### config.mk
export PLATFORM = sky130hd
export DESIGN_NAME = branch_target_buffer
export DESIGN_NICKNAME = d
export VERILOG_FILES = /design/src/rtl/branch_target_buffer.sv
export SDC_FILE = /design/constraint.sdc
export NUM_CORES = 1
export LEC_CHECK = 0
export BUFFER_PORTS_ARGS = -buffer_cell sky130_fd_sc_hd__buf_2
export CAP_MARGIN = 10
export CORE_AREA = 4 4 249 251
export DETAILED_ROUTE_END_ITERATION = 10
export DIE_AREA = 0 0 253 255
export PLACE_DENSITY = 0.5
export SYNTH_ARGS = -nofsm -noshare
export SYNTH_HDL_FRONTEND = slang
export SYNTH_SLANG_ARGS = --single-unit
### constraint.sdc
create_clock -name clk -period 4.2 [get_ports clk]
set_input_delay 0.42 -clock clk [delete_from_list [all_inputs] [get_ports clk]]
set_output_delay 0.42 -clock clk [all_outputs]
set_load 0.01 [all_outputs]
### src/rtl/branch_target_buffer.sv
// -----------------------------------------------------------------------------
// branch_target_buffer
//
// Two-way set-associative branch target buffer for the LC-3b fetch stage.
// The IF stage looks a fetch PC up combinationally. The WB stage feeds back
// each resolved control-flow instruction, which allocates, refreshes or
// retires an entry.
//
// Address split (IDX_W = log2(NUM_SETS)):
//   index = pc[IDX_W:1]   tag = pc[15:IDX_W+1]   pc[0] is ignored
//
// Parameters
//   NUM_SETS  number of sets (power of two, >= 2)
//   NUM_WAYS  associativity, must be 2
//
// Ports
//   clk               rising-edge clock
//   rst_n             synchronous active-low reset (clears valid + LRU only)
//   lookup_en         IF-stage lookup qualifier
//   lookup_pc         IF-stage fetch PC
//   if_btb_hit        lookup hit (gated by lookup_en and rst_n)
//   if_btb_target     predicted target on hit, 16'h0000 otherwise
//   update_valid      one resolved control-flow instruction this cycle
//   resolved_pc       PC of the resolved instruction
//   resolved_target   computed target address
//   wb_take_jump      resolved direction, 1 = taken
//   update_is_uncond  resolved instruction is JMP/JSR/TRAP
// -----------------------------------------------------------------------------
module branch_target_buffer #(
  parameter int NUM_SETS = 8,
  parameter int NUM_WAYS = 2
) (
  input  logic        clk,
  input  logic        rst_n,
  input  logic        lookup_en,
  input  logic [15:0] lookup_pc,
  output logic        if_btb_hit,
  output logic [15:0] if_btb_target,
  input  logic        update_valid,
  input  logic [15:0] resolved_pc,
  input  logic [15:0] resolved_target,
  input  logic        wb_take_jump,
  input  logic        update_is_uncond
);

  localparam int IDX_W = $clog2(NUM_SETS);
  localparam int TAG_W = 15 - IDX_W;

  // Elaboration-time guard on the supported configuration.
  if (NUM_WAYS != 2) begin : g_bad_ways
    $error("branch_target_buffer: NUM_WAYS must be 2");
  end
  if (NUM_SETS < 2 || (1 << IDX_W) != NUM_SETS) begin : g_bad_sets
    $error("branch_target_buffer: NUM_SETS must be a power of two >= 2");
  end

  // Storage. Valid and LRU are control state and take the reset; tags and
  // targets are plain data and are only ever written on allocation/refresh.
  logic              valid_q  [NUM_SETS][NUM_WAYS];
  logic [TAG_W-1:0]  tag_q    [NUM_SETS][NUM_WAYS];
  logic [15:0]       target_q [NUM_SETS][NUM_WAYS];
  logic              lru_q    [NUM_SETS];   // names the victim way

  // Allocation victim: first invalid way, else the LRU way.
  function automatic logic pick_alloc_way(input logic v0, input logic v1,
                                          input logic lru);
    if (!v0)      return 1'b0;
    else if (!v1) return 1'b1;
    else          return lru;
  endfunction

  // ---------------------------------------------------------------------------
  // Lookup (combinational, reads pre-edge state, no update bypass)
  // ---------------------------------------------------------------------------
  logic [IDX_W-1:0] lk_idx;
  logic [TAG_W-1:0] lk_tag;
  logic             lk_hit;
  logic [15:0]      lk_tgt;

  assign lk_idx = lookup_pc[IDX_W:1];
  assign lk_tag = lookup_pc[15:IDX_W+1];

  always_comb begin
    lk_hit = 1'b0;
    lk_tgt = 16'h0000;
    for (int w = 0; w < NUM_WAYS; w++) begin
      if (valid_q[lk_idx][w] && (tag_q[lk_idx][w] == lk_tag)) begin
        lk_hit = 1'b1;
        lk_tgt = target_q[lk_idx][w];
      end
    end
  end

  assign if_btb_hit    = lookup_en & rst_n & lk_hit;
  assign if_btb_target = if_btb_hit ? lk_tgt : 16'h0000;

  // ---------------------------------------------------------------------------
  // Update decode
  // ---------------------------------------------------------------------------
  logic [IDX_W-1:0] up_idx;
  logic [TAG_W-1:0] up_tag;
  logic             up_hit;
  logic             up_way;
  logic             alloc_way;
  logic             wr_way;
  logic             up_fire;

  assign up_idx  = resolved_pc[IDX_W:1];
  assign up_tag  = resolved_pc[15:IDX_W+1];
  assign up_fire = rst_n & update_valid;

  always_comb begin
    up_hit = 1'b0;
    up_way = 1'b0;
    for (int w = 0; w < NUM_WAYS; w++) begin
      if (valid_q[up_idx][w] && (tag_q[up_idx][w] == up_tag)) begin
        up_hit = 1'b1;
        up_way = w[0];
      end
    end
  end

  assign alloc_way = pick_alloc_way(valid_q[up_idx][0], valid_q[up_idx][1],
                                    lru_q[up_idx]);
  assign wr_way    = up_hit ? up_way : alloc_way;

  // ---------------------------------------------------------------------------
  // Control state: valid bits and LRU
  // ---------------------------------------------------------------------------
  always_ff @(posedge clk) begin
    if (!rst_n) begin
      for (int s = 0; s < NUM_SETS; s++) begin
        lru_q[s] <= 1'b0;
        for (int w = 0; w < NUM_WAYS; w++) begin
          valid_q[s][w] <= 1'b0;
        end
      end
    end else if (update_valid) begin
      if (wb_take_jump) begin
        // Taken: refresh the hit way or allocate; either way the written
        // way becomes most recently used.
        valid_q[up_idx][wr_way] <= 1'b1;
        lru_q[up_idx]           <= ~wr_way;
      end else if (up_hit && !update_is_uncond) begin
        // Not-taken conditional branch: retire the entry and make its
        // now-empty slot the preferred victim.
        valid_q[up_idx][up_way] <= 1'b0;
        lru_q[up_idx]           <= up_way;
      end
    end
  end

  // ---------------------------------------------------------------------------
  // Data state: tags and targets (never reset)
  // ---------------------------------------------------------------------------
  always_ff @(posedge clk) begin
    if (up_fire && wb_take_jump) begin
      target_q[up_idx][wr_way] <= resolved_target;
      if (!up_hit) begin
        tag_q[up_idx][wr_way] <= up_tag;
      end
    end
  end

  // Bit 0 of both PCs is deliberately outside the index/tag split.
  logic unused_pc_lsb;
  assign unused_pc_lsb = lookup_pc[0] ^ resolved_pc[0];

endmodule

Yosys cells after proc, flatten, opt, wreduce, memory -nomap -nowiden
Memories as Yosys holds them, arrays and structs flattened. Cells that the tools add are included.

RAM bits: 472. Memory bits (read-only): 0. Register bits: 0. Output and inout port bits: 17. Memories kept: 4. Latch bits: 0. Word-level logic and storage cells: 77.

Memory list: target_q (depth 8, bits a word 32, read ports 1, clocked after Yosys merged registers in 0, wr ports 1, RTL line 61) `logic [15:0] target_q [NUM_SETS][NUM_WAYS];`; tag_q (depth 8, bits a word 24, read ports 2, clocked after Yosys merged registers in 0, wr ports 1, RTL line 60) `logic [TAG_W-1:0] tag_q [NUM_SETS][NUM_WAYS];`; valid_q (depth 8, bits a word 2, read ports 2, clocked after Yosys merged registers in 0, wr ports 8, RTL line 59) `logic valid_q [NUM_SETS][NUM_WAYS];`; lru_q (depth 8, bits a word 1, read ports 1, clocked after Yosys merged registers in 0, wr ports 8, RTL line 62) `logic lru_q [NUM_SETS];`.

Multiply operators: 0. Order comparisons: 4. Eq/ne operators: 4. Bitwise gates (word level): 9. Reduce and logical (&&, ||, !) cells: 11. Multiplexer cells: 45. Add/subtract/negate cells: 0. Divide/modulo/power cells: 0. Shift-type cells: 0.

Operators with widths (count): 16-bit 2-to-1 mux (4); 12-bit equality test (4); 32-bit 2-to-1 mux (1); 1-bit 2-to-1 mux (28); 24-bit 2-to-1 mux (1); 16-bit demux with 1-bit select (1); 12-bit demux with 1-bit select (1); 12-bit 2-to-1 mux (1); 1-bit logical AND (8); 2-bit 2-to-1 mux (4); 3-bit 2-to-1 mux (2); 2-bit greater-or-equal comparator (second input constant) (2); 2-bit by 1-bit less-than comparator with 1-bit output (second input constant) (2); 1-bit NOT with 2-bit output (2); 1-bit bitwise AND (3); 1-bit bitwise OR (3); 1-bit demux with 1-bit select (2); 2-bit OR reduction (1); 1-bit zero test (1); 1-bit NOT (1); 1-bit OR reduction (1).

Longest topological paths before layout
An unclocked memory read counts as a cell.

Word-level depth: 15. Depth in mapped cells: 12. Mapped depth without buffers: 8.

Least setup slack after synthesis
OpenSTA, ideal clock, no wires.

Path type: in2reg. Start point: input resolved_pc[1]. End point: memory target_q[2][16] in the netlist's numbering (enable). Setup slack: 0.464 ns. Buffers on the path: 4. Required time: 3.812 ns. Cell stages on the path: 12. Library setup time: 0.388 ns. Arrival time: 3.348 ns. Path through: buf_6 buf_6 buf_6 mux4_2 mux2i_1 xor2_1 o2111ai_1 nor2_1 a21boi_1 nand2_1 buf_2 nor2_1.

Longest elaborated chain between the ends: 12. Elaborated cells on any way between the ends: 20. Classes of those cells: 2 x order compare; 2 x eq/ne; 9 x mux; 1 x bitwise; 3 x reduce/logical; 3 x memory.

Ends and longest elaborated chain: start, declared (RTL line 40) `input logic [15:0] resolved_pc,`; memory read 8 x 24 bit; 12-bit equality test (RTL line 116) `if (valid_q[up_idx][w] && (tag_q[up_idx][w] == up_tag)) begin`; 1-bit logical AND (RTL line 116); 1-bit 2-to-1 mux (2 in series) (RTL line 116); 1-bit 2-to-1 mux (RTL line 125) `assign wr_way = up_hit ? up_way : alloc_way;`; 1-bit NOT with 2-bit output (not written as such) (RTL line 158) `target_q[up_idx][wr_way] <= resolved_target;`; 2-bit greater-or-equal comparator (not written as such) or 2-bit by 1-bit less-than comparator with 1-bit output (tied branches) (RTL line 158); 1-bit logical AND (not written as such) (RTL line 158); 16-bit 2-to-1 mux (not written as such) (RTL line 158); 16-bit demux with 1-bit select (RTL line 158); 32-bit 2-to-1 mux (not written as such) (RTL line 158); end, declared (RTL line 61).

Parallel ways exist; a longest one is shown, timed or not.

==> results.py <==
metrics = {
    "floorplanning": {
        "start_util_pct": 34.8,
        "ios": 71,
        "rows": 90,
        "core_mm2": 0.0599,
        "die_x_um": 253,
        "die_h_um": 255,
        "die_area_mm2": 0.0645,
    },
    "critical_path": {
        "arrival_ns": 3.53,
        "crit_chain": "mux4_2, mux2i_1, xor2_1, nand4_1, nor4_1, nand4_1, a21oi_2, buf_12, o211a_1, buf_2",
        "critical_path_buf_inv_count": 2,
        "r2r_start": "tag_q[5][19]",
        "start_kind": "register",
        "critPathSlowestCell": "mux4_2",
        "worst_setup_path_end_kind": "output port",
        "critPathMaxStageDelay_ns": 0.49,
        "cp_common_cell": "nand4_1",
        "critPathKind": "register to output port",
        "critPathTopFamily": "multiplexers",
        "critPathMaxFanout": 17,
        "cp.required_ns": 3.78,
        "critPathLaunch": "tag_q[3][21]",
    },
    "placed_design": {
        "portBuffers": 68,
        "dp_cells": 1968,
        "gp_congestion": 0.790,
        "dp_worst_setup_slack_ns": 0.0154,
        "dp_hpwl_um": 33300,
    },
    "final_layout": {
        "fill_cells": 5414,
        "area_delta_synth_final_pct": 17.1,
        "final_cells": 2057,
        "drive_gt1_share_pct": 31.1,
        "nets": 1293,
    },
    "clock_tree": {
        "cts_tree": "done",
        "path_clk_slew_ns": 0.06,
        "numCtsBuffers": 51,
        "cts_resized": 0,
        "post_cts_buffers": 0,
        "htree_num_levels": 2,
        "insertion_delay_ns": 0.61,
        "clock-root-buffer": "clkbuf_16",
        "clockBufferDepth": 3,
        "cts.sinks": 472,
        "cts-hold-fix-buffers": 0,
    },
    "synthesis": {
        "async_flop_share_pct": 0,
        "syn_avg_cell_area_um2": 18.9,
        "synth_area_leaders": "edfxtp_1 (67%), mux4_2 (14%), mux2i_1 (4.9%)",
        "synth.net_count": 1155,
        "ys_types": 58,
        "synth_ff_type": "edfxtp_1",
        "ys_ff_latch": 472,
        "ys_warn_count": 0,
        "netlist.area_leader.share_pct": 66.6,
        "synth-edff-count": 462,
        "synth_most_common_cell": "edfxtp_1",
        "yosysTopAreaCell": "edfxtp_1",
        "netlist_instances": 1101,
        "seq_area_frac_synth_pct": 67.6,
        "synthTopCellsByCount": "edfxtp_1 (462), mux4_2 (134), mux2i_1 (102)",
        "netlist_area_mm2": 0.0208,
    },
    "run": {
        "cap_violations": 0,
    },
    "sta": {
        "clock_skew_ns": 0.0263,
        "timing.final.crit_share_pct": 94.0,
        "worstMarginPinSlew_ns": 0.961,
        "slew_headroom_pct": 35.9,
        "period_needed_ns": 3.95,
        "fin_setup_tns_ns": 0,
        "setup_slack_ns": 0.252,
        "rsz0062_at_grt": "no",
        "clock.fmax_ghz": 0.253,
        "hold_viol": 0,
        "setup_viol": 0,
        "drv_slew": 0,
    },
    "global_route": {
        "grt-ovfl-total": 0,
        "grt_pass1_wl_um": 79300,
        "antenna_found_initial": 1,
        "grtUsageTotal_pct": 16.6,
        "grt_pass1_vias": 11728,
        "grt_max_degree": 61,
    },
    "power_and_ir_drop": {
        "max-vdd-ir-drop_v": 0.000331,
        "power_density_mw_per_mm2": 414,
        "power.leakage_nw": 8.25,
    },
    "status": {
        "outcome": "completed",
    },
    "drt": {
        "dr.pass1.iters": 5,
        "wl_um": 53700,
        "vias_per_cell": 5.39,
        "vias": 11088,
        "final_antenna_net_count": 0,
        "drc": 0,
        "drt_iter0_markers": 738,
        "avgRoutedWirePerCell_um": 26.1,
    },
    "min_path": {
        "hold_start": "resolved_target[13]",
        "min-delay-path-class": "input port to register",
    },
}
power breakdown:
part           leakage, nW  internal (mW)  switching, mW  total (mW)
Sequential            4.25           5.19        0.00842        5.20
Combinational         3.25          0.285          0.406       0.692
Clock                0.746           2.37           1.84        4.21
Total                 8.25           7.86           2.25        10.1
cells in the final DEF (no fill, tap or decap), types with 11 or more instances in the layout:
master	instances
edfxtp_1	462
mux4_2	134
mux2i_1	102
buf_2	64
buf_4	55
clkbuf_16	51
nand2_1	39
nor2_1	35
buf_12	32
a22oi_1	31
xnor2_1	22
mux2_2	21
xor2_1	17
clkbuf_1	17
o211a_1	16
nor2_2	16
a21oi_1	11
layer usage:
metal | track usage, % | share of wire (%) | vias up
li1 | - | - | 4884
met1 | 22.1 | 43 | 5821
met2 | 28.8 | 51 | 309
met3 | 2.73 | 4.4 | 74
met4 | 4.22 | 2.1 | 0
met5 | 0 | 0 | -
final timing paths:
path | end | slack (ns) | cells after the start
worst max-delay path | if_btb_target[14] | 0.25 | 10
worst max register to register | target_q[3][27] | 0.87 | 10
worst min-delay path | target_q[1][13] | 0.20 | 1
worst min register to register | lru_q[5] | 0.50 | 2
cells by family (layout without fill, tap and decap cells):
family,after synthesis,after routing,share of synthesized area [%]
compound gates,117,117,4.46
flops,472,472,67.6
other cells,0,1,0
buf+inv,72,245,2.00
mux,263,263,21.1
xor+xnor,39,39,1.64
simple gates,138,138,3.21
registers in the layout, summed over array words and instances, names as in the netlist:
name	count
valid_q	16
target_q	256
lru_q	8
tag_q	192
per-stage QoR:
step           hold WS (ns)  power (mW)  cell area (um2)  util (%)
2_1_floorplan         0.448        5.73            20800         -
3_5_place_dp          0.498        6.00            22800      38.1
6_report              0.195        10.1            24400      40.7
4_1_cts               0.153        10.3            24400      40.7
3_3_place_gp          0.490        6.00            22800      38.1
5_1_grt               0.173        10.5            24400      40.7
final cells by class:
class / instances / area, um2 / area share [%]
repair buffers: 153 / 1400 / 5.73
clock inverters: 20 / 215 / 0.882
multi-input cells: 557 / 6380 / 26.1
diodes: 1 / 2.50 / 0.0103
well taps: 782 / 978 / 4.01
inverters: 4 / 15.0 / 0.0615
flip-flops and latches: 472 / 14100 / 57.7
clock buffers: 68 / 1340 / 5.49
Note: power is estimated with default switching activity, not from simulation.
